===== src/rtl/lc3_operate_ctrl.sv =====
// -----------------------------------------------------------------------------
// lc3_operate_ctrl
//
// Multi-cycle sequencer for the LC-3 operate instructions ADD, AND and NOT.
// An instruction is accepted over a valid/ready handshake. It is then walked
// through register-file read, ALU operand setup, result capture, and finally
// writeback with a condition-code update. The controller sits between
// fetch/decode and the shared ALU / register file. It drives the ALU's A/B/ALUK
// inputs and samples the ALU result combinationally.
//
// Sequence (one state per cycle):
//   IDLE -> DECODE -> READ -> EXEC -> WB -> IDLE
//   Handshake in cycle 0, done pulse in cycle 4, next accept in cycle 5.
//
// Ports
//   clk, rst_n                 clock, synchronous active-low reset
//   instr_valid / instr_ready  instruction handshake
//   instr                      16-bit instruction word
//   sr1_sel, sr2_sel           register-file read addresses
//   rf_sr1_data, rf_sr2_data   read data, valid the cycle after the address
//   alu_a, alu_b, aluk         registered ALU operands / operation
//   alu_out                    ALU result (combinational)
//   gate_alu                   ALU bus driver enable (EXEC cycle)
//   ld_reg, dr_sel, wb_data    register-file writeback (WB cycle)
//   ld_cc, nzp                 condition-code load pulse and register
//   done                       operation retired (WB cycle)
//   illegal                    non-operate opcode rejected (DECODE cycle)
// -----------------------------------------------------------------------------
module lc3_operate_ctrl #(
  parameter int unsigned DATA_W    = 16,
  parameter logic [2:0]  NZP_RESET = 3'b010
) (
  input  logic              clk,
  input  logic              rst_n,
  input  logic              instr_valid,
  output logic              instr_ready,
  input  logic [15:0]       instr,
  output logic [2:0]        sr1_sel,
  output logic [2:0]        sr2_sel,
  input  logic [DATA_W-1:0] rf_sr1_data,
  input  logic [DATA_W-1:0] rf_sr2_data,
  output logic [DATA_W-1:0] alu_a,
  output logic [DATA_W-1:0] alu_b,
  output logic [1:0]        aluk,
  input  logic [DATA_W-1:0] alu_out,
  output logic              gate_alu,
  output logic              ld_reg,
  output logic [2:0]        dr_sel,
  output logic [DATA_W-1:0] wb_data,
  output logic              ld_cc,
  output logic [2:0]        nzp,
  output logic              done,
  output logic              illegal
);

  localparam logic [3:0] OP_ADD = 4'b0001;
  localparam logic [3:0] OP_AND = 4'b0101;
  localparam logic [3:0] OP_NOT = 4'b1001;

  typedef enum logic [1:0] {
    ALUK_ADD   = 2'd0,
    ALUK_AND   = 2'd1,
    ALUK_NOT   = 2'd2,
    ALUK_PASSA = 2'd3
  } aluk_t;

  typedef enum logic [2:0] {
    S_IDLE,
    S_DECODE,
    S_READ,
    S_EXEC,
    S_WB
  } state_t;

  state_t            state_q;
  logic [15:0]       instr_q;
  logic              instr_ready_q;
  logic [2:0]        sr1_sel_q, sr2_sel_q, dr_sel_q;
  logic [DATA_W-1:0] alu_a_q, alu_b_q, wb_data_q;
  aluk_t             aluk_q;
  logic              gate_alu_q, ld_reg_q, ld_cc_q, done_q, illegal_q;
  logic [2:0]        nzp_q;

  logic [DATA_W-1:0] alu_b_d;
  aluk_t             aluk_d;
  logic [2:0]        nzp_d;

  function automatic logic is_operate(input logic [3:0] op);
    return (op == OP_ADD) || (op == OP_AND) || (op == OP_NOT);
  endfunction

  // Operand B and ALU op are derived from the latched instruction. The
  // immediate form takes precedence over SR2 whenever bit 5 is set.
  always_comb begin
    alu_b_d = instr_q[5] ? {{(DATA_W-5){instr_q[4]}}, instr_q[4:0]} : rf_sr2_data;
    unique case (instr_q[15:12])
      OP_AND:  aluk_d = ALUK_AND;
      OP_NOT:  aluk_d = ALUK_NOT;
      default: aluk_d = ALUK_ADD;
    endcase
  end

  // The condition codes come from the captured result that is being written back.
  always_comb begin
    if (wb_data_q[DATA_W-1])   nzp_d = 3'b100;
    else if (wb_data_q == '0)  nzp_d = 3'b010;
    else                       nzp_d = 3'b001;
  end

  // NOTE: all state here is sequential, so every assignment in this block is
  // non-blocking. Reset is synchronous: rst_n is only looked at on a clock edge.
  always_ff @(posedge clk) begin
    if (!rst_n) begin
      state_q       <= S_IDLE;
      instr_q       <= '0;
      instr_ready_q <= 1'b1;
      sr1_sel_q     <= '0;
      sr2_sel_q     <= '0;
      dr_sel_q      <= '0;
      alu_a_q       <= '0;
      alu_b_q       <= '0;
      aluk_q        <= ALUK_ADD;
      wb_data_q     <= '0;
      gate_alu_q    <= 1'b0;
      ld_reg_q      <= 1'b0;
      ld_cc_q       <= 1'b0;
      done_q        <= 1'b0;
      illegal_q     <= 1'b0;
      nzp_q         <= NZP_RESET;
    end else begin
      // NOTE: the single-cycle strobes default low every cycle; each state
      // raises the strobe that belongs to the *next* state so the registered
      // output is high for exactly that state's cycle.
      gate_alu_q <= 1'b0;
      ld_reg_q   <= 1'b0;
      ld_cc_q    <= 1'b0;
      done_q     <= 1'b0;
      illegal_q  <= 1'b0;

      unique case (state_q)
        S_IDLE: begin
          if (instr_valid && instr_ready_q) begin
            instr_q       <= instr;
            sr1_sel_q     <= instr[8:6];
            sr2_sel_q     <= instr[2:0];
            dr_sel_q      <= instr[11:9];
            illegal_q     <= !is_operate(instr[15:12]);
            instr_ready_q <= 1'b0;
            state_q       <= S_DECODE;
          end
        end

        S_DECODE: begin
          if (is_operate(instr_q[15:12])) begin
            state_q <= S_READ;
          end else begin
            // Rejected: nothing further is driven, ready again next cycle.
            instr_ready_q <= 1'b1;
            state_q       <= S_IDLE;
          end
        end

        S_READ: begin
          alu_a_q    <= rf_sr1_data;
          alu_b_q    <= alu_b_d;
          aluk_q     <= aluk_d;
          gate_alu_q <= 1'b1;
          state_q    <= S_EXEC;
        end

        S_EXEC: begin
          wb_data_q <= alu_out;
          ld_reg_q  <= 1'b1;
          ld_cc_q   <= 1'b1;
          done_q    <= 1'b1;
          state_q   <= S_WB;
        end

        S_WB: begin
          nzp_q         <= nzp_d;
          instr_ready_q <= 1'b1;
          state_q       <= S_IDLE;
        end

        default: begin
          instr_ready_q <= 1'b1;
          state_q       <= S_IDLE;
        end
      endcase
    end
  end

  assign instr_ready = instr_ready_q;
  assign sr1_sel     = sr1_sel_q;
  assign sr2_sel     = sr2_sel_q;
  assign dr_sel      = dr_sel_q;
  assign alu_a       = alu_a_q;
  assign alu_b       = alu_b_q;
  assign aluk        = aluk_q;
  assign wb_data     = wb_data_q;
  assign gate_alu    = gate_alu_q;
  assign ld_reg      = ld_reg_q;
  assign ld_cc       = ld_cc_q;
  assign done        = done_q;
  assign illegal     = illegal_q;
  assign nzp         = nzp_q;

endmodule


===== config.mk =====
export PLATFORM = sky130hd
export DESIGN_NAME = lc3_operate_ctrl
export DESIGN_NICKNAME = d
export VERILOG_FILES = /design/src/rtl/lc3_operate_ctrl.sv
export SDC_FILE = /design/constraint.sdc
export NUM_CORES = 1
export LEC_CHECK = 0
export BUFFER_PORTS_ARGS = -buffer_cell sky130_fd_sc_hd__buf_2
export CORE_ASPECT_RATIO = 0.7
export CORE_MARGIN = 3
export CORE_UTILIZATION = 46
export CTS_CLUSTER_SIZE = 14
export DETAILED_ROUTE_END_ITERATION = 7
export PLACE_DENSITY = 0.87
export SLEW_MARGIN = 20
export SYNTH_ARGS = -nofsm -noshare
export SYNTH_HDL_FRONTEND = slang
export SYNTH_SLANG_ARGS = --single-unit

===== constraint.sdc =====
create_clock -name clk -period 1.8 [get_ports clk]
set_input_delay 0 -clock clk [delete_from_list [all_inputs] [get_ports clk]]
set_output_delay 0 -clock clk [all_outputs]
set_load 0.02 [all_outputs]

==> summary.md <==
| Metric | Value |
|---|---|
| Max-slew violations | `0` |
| Critical Path Slowest Stage Cell | `dfxtp_1` |
| Worst EP arrival | `1.83 ns` |
| WS Path Type | `reg2reg` |
| Crit-path max cell delay | `0.42 ns` |
| Area added between synthesis and finish | `47.6%` |
| Mapped cell area | `2960 um2` |
| CTS clock-pin slew for the worst setup and hold paths | `0.08 ns` |
| Nets | `581` |
| Clk Latency, worst-skew pair | `0.34 ns` |
| Post-synth top flop | `dfxtp_1` |
| Largest net degree at the start of global routing | `53` |
| Cells on Worst Hold Path | `3` |
| Hold worst-path end | `alu_b[5]` |
| Mapped Nets | `405` |
| Outcome | `completed` |
| Slew @ Worst Pin | `0.621 ns` |
| Port buffer count | `134` |
| Post-synthesis cell type count | `29` |
| Max cap viols | `0` |
| Hold Vio Cnt, Final | `0` |
| Die height | `73.1 um` |
| Crit path from | `state_q[1]` |
| Reg area | `roughly 1500 um2` |
| R2r startpoint | `state_q[1]` |
| Detailed Route WL | `around 8 mm` |
| Reg2reg end | `alu_b[1]` |
| Via count | `slightly below 3000` |
| Number of synthesized flops with an enable pin | `0` |
| Post-CTS Resized | `0` |
| Post-synth top area share | `51.4%` |
| Sequential fraction of the synthesis area | `around 51%` |
| Chip Width | `102 um` |
| Routed len/inst | `between 10 and 15 um` |
| Post-synth top area cell | `dfxtp_1` |
| Tmin final | `1.60 ns` |
| Gr usage total | `between 20% and 30%` |
| Layout cell share with drive strength beyond 1 | `approximately 31%` |
| Final setup viols | `0` |
| Hold WS | `0.0168 ns` |
| Row cnt | `23` |
| Final TNS setup | `0 ns` |
| Tcrit/Tclk final | `between 80% and 90%` |
| Initial antenna violation count | `0` |
| Vias per Instance | `4.94` |
| Core area | `5960 um2` |
| CP Max Fanout | `50` |
| Worst Path Buf+Inv | `2` |
| H-tree depth | `3` |
| Async SR Flop Fraction | `0%` |
| Data required, critical path | `between 2 and 2.5 ns` |
| Vias in the first global route | `2899` |
| Die ar. | `7450 um2` |
| Min-delay src | `rf_sr2_data[5]` |
| GRT Residual Overflow | `0` |
| Worst setup SP type | `register` |
| Syn Area/Cell | `about 8.8 um2` |
| Root buf cell | `clkbuf_8` |
| Synth area leaders | `dfxtp_1 51%, nand2_1 8.9%, a21oi_1 8.6%` |
| Pwr dens | `796 nW/um2` |
| Maximum clock rate | `0.624 GHz` |
| Final GP Congestion | `0.812` |
| CTS tree | `done` |
| Setup Skew | `0.0101 ns` |
| Pwr Total | `about 0.0035 W` |
| RSZ-0062 raised after global routing | `no` |
| Reg-to-reg slack, setup | `0.20 ns` |
| Post-DP HPWL | `4.95 mm` |
| Initial core utilization | `49.7%` |
| Yosys warns | `0` |
| Crit end category | `register` |
| Area of the multi-input gates | `around 1200 um2` |
| Antenna cells | `0` |
| Gate Count Post-Synth | `338` |
| Initial drt markers | `113` |
| R2R cell count | `5` |
| ANT nets after route | `0` |
| Min-delay worst type | `in2reg` |
| Delay-heaviest family, CP | `flip-flops` |
| Worst rel slew slack | `58.6%` |
| I/O Pins | `about 140` |
| Maximum VDD drop | `0.629 mV` |
| # DRC | `0` |
| Critical Path, Cell by Cell | `buf_4, nor3b_4, buf_12, nor2_1, a211oi_1` |
| P_leak | `2.00 nW` |
| Yosys reg bits | `76` |
| Fillers | `419` |
| CTS Buf Count | `9` |
| Clk sinks | `76` |
| First-pass GRT wire length | `13.2 mm` |
| Pre-antenna DRT Iters | `4` |
| CTS max path bufs | `2` |
==> per-stage QoR <==
step | std cells | util [%] | setup WS [ns] | instance area (um2)
floorplan | 338 | - | 0.472 | 2960
global placement | 519 | 60.1 | 0.385 | 3580
detailed placement | 519 | 60.1 | 0.283 | 3580
CTS | 594 | 73.4 | 0.271 | 4370
global route | 594 | 73.4 | 0.0848 | 4370
finish | 594 | 73.4 | 0.196 | 4370
==> metal layers <==
metal	wire length (um)	global-route usage, %	vias up
met5	0	0	-
met4	201	8.30	0
met3	619	8.69	20
met2	3920	38.6	117
met1	3380	25.7	1322
li1	-	-	1476
==> registers in the layout, summed over array words and instances, names as in the netlist <==
signal	count
nzp	3
instr_ready	1
instr_q	16
gate_alu	1
aluk	2
alu_a	16
alu_b	16
state_q	3
illegal	1
done	1
wb_data	16
==> synthesized netlist by cell type (2+ instances only) <==
cell type / number
a211oi_1: 17
a21oi_1: 51
buf_2: 8
buf_4: 16
buf_6: 4
clkbuf_1: 8
dfxtp_1: 76
inv_1: 2
mux2i_1: 20
nand2_1: 70
nand2b_1: 3
nand3_1: 2
nand3b_1: 2
nand4b_1: 3
nor2_1: 37
nor2b_1: 2
nor3_1: 2
nor4_1: 4
==> worst max-delay path by stage <==
| stage | cells after the start | to |
|---|---|---|
| final | 5 | alu_b[1] |
| after global routing | 3 | alu_a[12] |
| after CTS | 3 | alu_a[12] |
| after detailed placement | 3 | alu_a[12] |
| after global placement | 3 | alu_a[7] |
| after floorplan | 6 | instr_q[0] |
==> power breakdown <==
group / switching, W / leakage (nW) / internal [W]
registers: 0.0000293 / 0.615 / 0.00172
logic: 0.000198 / 1.28 / 0.000231
clock network: 0.000585 / 0.102 / 0.000712
==> kinds of logic after synthesis <==
family                 share of synthesized area, %
DFF                                            51.4
AOI/OAI and AO/OA                              13.8
and+or+nand+nor                                19.6
muxes                                          6.76
buffers and inverters                          8.50
==> worst min-delay path, stage by stage <==
cell	delay [ns]
buf_2	0.10
a21oi_1	0.13
a211oi_1	0.07
==> timing repair <==
item	4_1_cts	5_1_grt
hold endpoints to repair	61	0
endpoints found under the setup margin	0	0
hold buffers	59	0
buffers inserted	0	0
==> placed cells by master, fill, tap and decap left out, types with 3 or more instances in the layout <==
| cell type | synthesis | routed |
|---|---|---|
| dlygate4sd3_1 | 0 | 59 |
| buf_2 | 8 | 134 |
| a211oi_1 | 17 | 17 |
| nand2_1 | 70 | 70 |
| nand2b_1 | 3 | 3 |
| mux2i_1 | 20 | 20 |
| buf_4 | 16 | 7 |
| dfxtp_1 | 76 | 76 |
| nand4b_1 | 3 | 3 |
| a21oi_1 | 51 | 51 |
| clkbuf_8 | 0 | 11 |
| nor2_1 | 37 | 37 |
| nor4_1 | 4 | 4 |
==> final cells by class <==
class | count | area share (%)
flip-flops and latches | 76 | 34.8
clock buffers | 12 | 3.55
well taps | 75 | 2.15
clock inverters | 4 | 1.09
repair buffers | 202 | 31.0
inverters | 3 | 0.258
multi-input cells | 222 | 27.2
Note: power is estimated with default switching activity, not from simulation.
